==> src/rtl/spi_byte_shifter.sv <==
// SPI mode-0 master byte engine, MSB first, SCLK divided synchronously from clk.
// One byte takes 16*H clk cycles; start is ignored (not queued) while busy.
module spi_byte_shifter (
   input  logic       clk,
   input  logic       reset,
   input  logic [3:0] speed_select,
   input  logic [7:0] tx_data,
   input  logic       start,
   input  logic       miso,
   output logic       sclk,
   output logic       mosi,
   output logic [7:0] rx_data,
   output logic       busy,
   output logic       done
);

   typedef enum logic {IDLE, SHIFT} state_t;

   state_t     state_q, state_d;
   logic [6:0] phase_q, phase_d;
   logic [6:0] hm1_q, hm1_d;
   logic [2:0] bit_q, bit_d;
   logic       sclk_q, sclk_d;
   logic       mosi_q, mosi_d;
   logic [7:0] tx_sr_q, tx_sr_d;
   logic [7:0] rx_sr_q, rx_sr_d;
   logic [7:0] rx_data_q, rx_data_d;
   logic       done_q, done_d;
   logic [7:0] h_full;
   logic [7:0] h_m1;

   always_ff @(posedge clk or posedge reset) begin
      if (reset) begin
         state_q   <= IDLE;
         phase_q   <= 7'd0;
         hm1_q     <= 7'd0;
         bit_q     <= 3'd0;
         sclk_q    <= 1'b0;
         mosi_q    <= 1'b1;
         tx_sr_q   <= 8'h00;
         rx_sr_q   <= 8'h00;
         rx_data_q <= 8'h00;
         done_q    <= 1'b0;
      end else begin
         state_q   <= state_d;
         phase_q   <= phase_d;
         hm1_q     <= hm1_d;
         bit_q     <= bit_d;
         sclk_q    <= sclk_d;
         mosi_q    <= mosi_d;
         tx_sr_q   <= tx_sr_d;
         rx_sr_q   <= rx_sr_d;
         rx_data_q <= rx_data_d;
         done_q    <= done_d;
      end
   end

   // Half-period is stored as H-1 so that H=128 fits the 7-bit phase counter.
   always_comb begin
      h_full = 8'd1 << speed_select[2:0];
      h_m1   = h_full - 8'd1;
   end

   always_comb begin
      state_d   = state_q;
      phase_d   = phase_q;
      hm1_d     = hm1_q;
      bit_d     = bit_q;
      sclk_d    = sclk_q;
      mosi_d    = mosi_q;
      tx_sr_d   = tx_sr_q;
      rx_sr_d   = rx_sr_q;
      rx_data_d = rx_data_q;
      done_d    = 1'b0;
      case (state_q)
         IDLE: begin
            if (start) begin
               state_d = SHIFT;
               tx_sr_d = tx_data;
               mosi_d  = tx_data[7];
               hm1_d   = speed_select[3] ? h_m1[6:0] : 7'd0;
               phase_d = 7'd0;
               bit_d   = 3'd0;
               sclk_d  = 1'b0;
            end
         end
         SHIFT: begin
            if (phase_q == hm1_q) begin
               phase_d = 7'd0;
               if (!sclk_q) begin
                  sclk_d  = 1'b1;
                  rx_sr_d = {rx_sr_q[6:0], miso};
               end else begin
                  sclk_d = 1'b0;
                  // Eighth falling edge ends the byte; done is the transition itself.
                  if (bit_q == 3'd7) begin
                     state_d   = IDLE;
                     done_d    = 1'b1;
                     rx_data_d = rx_sr_q;
                     mosi_d    = 1'b1;
                  end else begin
                     bit_d   = bit_q + 3'd1;
                     mosi_d  = tx_sr_q[6];
                     tx_sr_d = {tx_sr_q[6:0], 1'b0};
                  end
               end
            end else begin
               phase_d = phase_q + 7'd1;
            end
         end
         default: state_d = IDLE;
      endcase
   end

   assign sclk    = sclk_q;
   assign mosi    = mosi_q;
   assign rx_data = rx_data_q;
   assign busy    = (state_q == SHIFT);
   assign done    = done_q;

endmodule

==> config.mk <==
export PLATFORM = sky130hd
export DESIGN_NAME = spi_byte_shifter
export DESIGN_NICKNAME = d
export VERILOG_FILES = /design/src/rtl/spi_byte_shifter.sv
export SDC_FILE = /design/constraint.sdc
export NUM_CORES = 1
export LEC_CHECK = 0
export BUFFER_PORTS_ARGS = -buffer_cell sky130_fd_sc_hd__buf_2
export CAP_MARGIN = 5
export CORE_UTILIZATION = 45
export DETAILED_ROUTE_END_ITERATION = 12
export HOLD_SLACK_MARGIN = 0.1
export PLACE_DENSITY_LB_ADDON = 0.12
export SYNTH_ARGS = -nofsm -noshare
export SYNTH_HDL_FRONTEND = slang
export SYNTH_SLANG_ARGS = --single-unit
==> constraint.sdc <==
create_clock -name clk -period 5 [get_ports clk]
set_clock_uncertainty 0.15 [all_clocks]
set_input_delay 1 -clock clk [delete_from_list [all_inputs] [get_ports clk]]
set_output_delay 1 -clock clk [all_outputs]
set_load 0.02 [all_outputs]
==> results.cfg <==
[status]
status = finished clean

[synthesis]
synth_top_cell_area_share = 0.542
ys_top_cells_by_area = dfrtp_1, mux2_2, nand2_1, xnor2_1, o21ai_0
syn_area_um2 = 1990
ys_seq_area_frac = 0.555
syn_inst = 181
ys_types = 31
ys_ff_latch = 44
syn-num-nets = 200
yosysTopAreaCell = dfrtp_1
yosys_warnings = 0
avgSynthCellArea_um2 = 11.0

[timing]
post-route-min-period_ps = 2410
rsz0062_at_grt = false
hold_viol = 0
tns_ps = 0
worst_pin_slew_ps = 985
fmax_mhz = 414
setup_viol = 0
worst_hold_slack_ps = 356
drv_slew = 0
relSlewSlack = 0.336
fin_crit_sh = 0.483

[clocking]
clockBufferDepth = 2
root_buffer = clkbuf_8
cts_made_buffers = 5
hold_buffers = 0
h-tree-depth = 2
post_cts_resized = 0
cts_tree = yes
cts_setup_buffers = 0
clk_pin_slew_ps = 90
worstSkewPairLatency_ps = 300
cts.sinks = 44

[place]
io_buffers = 27
gp_congestion = 0.788
dpl_cell_area_um2 = 2160
hpwl_um = 2720

[global_routing]
grt_pass1_vias = 1370
overflow = 0
antenna_found_initial = 0
track_usage = 0.190
grt_first_pass_wirelength_um = 6460
grt_max_degree = 45

[pwr]
internal-power_uw = 717
finalPower_mw = 1.07
leakage_nw = 1.08
power_density_nw_per_um2 = 477
clockPowerShare = 0.223
p_sw_frac = 0.333
ir_drop_mv = 0.166
switchingPower_uw = 357
p_seq_frac = 0.508
combPwrFrac = 0.269

[finish]
final_common_cell = dfrtp_1
fin_area_um2 = 2250
final_util = 0.548
drive_gt1_frac = 0.276
final_cell_mix = dfrtp_1, nand2_1, buf_2
nets = 228
area_growth_pct = 13.5
diodes = 0

[worst_setup_path]
setup.worst_path.end_class = primary output
cp_max_fo = 21
cpMaxStageDelayCell = dfrtp_1
path_buf_inv = 1
worstPathArrival_ps = 1260
cp_cell_sequence = buf_2
max_stage_delay_ps = 690
critical_path_required_ps = 3850
crit_family = flip-flops
worstSetupPathType = reg -> out
startpoint_type = flip-flop

[routing]
post_drt_wl_per_cell_um = 15.1
wl_um = 3930
antenna_left = 0
via_per_inst = 5.38
drt_iter0_drc = 122
vias = 1400
dr.pass1.iters = 4
drcViolationCount = 0

[die]
core.rowCount = 23
initial_core_util = 0.483
die_h_um = 68.4
core_area_um2 = 4120
die_w_um = 68.4
io_pins = 28
fp.dieArea_um2 = 4680

[job]
drv_cap = 0

[hold_path]
hp-class = reg -> reg
## path summary, 6_finish.rpt
check	from	to	slack (ps)	depth (start not counted)
min	rx_data[6]$_DFFE_PP0P_	rx_data[6]$_DFFE_PP0P_	360	1
max in group asynchronous	reset	hm1_q[6]$_DFFE_PP0P_	3650	3
max	busy$_DFF_PP0_	busy	2590	1
max reg2reg	bit_q[0]$_DFFE_PP0P_	tx_sr_q[5]$_DFFE_PP0P_	2610	6
min reg2reg	rx_data[6]$_DFFE_PP0P_	rx_data[6]$_DFFE_PP0P_	360	1
min in group asynchronous	reset	rx_data[3]$_DFFE_PP0P_	670	3
## flip-flops by register name, summed over array words and instances, names as in the netlist
name,flops
rx_data,8
busy,1
hm1_q,7
rx_sr_q,8
phase_q,7
sclk,1
bit_q,3
tx_sr_q,7
done,1
mosi,1
## Yosys cell counts, drive strengths merged
cell and n:
dfrtp 43, nand2 28, mux2 18, o21ai 14, inv 9, xnor2 9
nor2 7, nand3 6, o22ai 6, a22o 5, clkbuf 5, a21oi 4
ha 3, nor2b 3, and4 2, buf 2, nand2b 2, o211ai 2
or3 2, a21boi 1, a31o 1, a32o 1, and2 1, dfstp 1
nand4 1, nor4 1, o2bb2ai 1, o311ai 1, o31ai 1, or4b 1
## cell type report
class / instances / area [um2]
sequential: 44 / 1100
multi-input combinational: 121 / 815
fill: 364 / 1860
timing repair buffer: 28 / 143
clock inverter: 2 / 15.0
tap: 50 / 62.6
inverter: 9 / 33.8
clock buffer: 6 / 82.6
## cell families after synthesis
family,Yosys count,synth area share
simple gates,54,0.130
flops,44,0.555
compound gates,37,0.120
mux,18,0.102
buf+inv,16,0.0347
xor+xnor,9,0.0397
fa+ha+maj,3,0.0189
## metrics by stage
stage	setup slack [ps]	cells
floorplan	2740	181
global placement	2730	252
detailed placement	2630	252
CTS	2580	260
global route	2400	260
finish	2590	260
## per-layer routing
metal  track usage  part of all wire  wire length (um)  vias to the layer above
met3        0.0550             0.037               146                        6
met2         0.300              0.47              1840                       23
met4        0.0625             0.014                54                        0
li1              -                 -                 -                      683
met1         0.247              0.48              1890                      688
met5             0                 0                 0                        -
## power by group through the flow
stage / Sequential (mW) / Clock, mW / Combinational [mW]
3_3_place_gp: 0.545 / 0 / 0.279
2_1_floorplan: 0.535 / 0 / 0.225
4_1_cts: 0.544 / 0.244 / 0.294
6_report: 0.545 / 0.240 / 0.289
3_5_place_dp: 0.552 / 0 / 0.293
5_1_grt: 0.559 / 0.260 / 0.329
No activity file was read; power rests on OpenSTA's default activity.
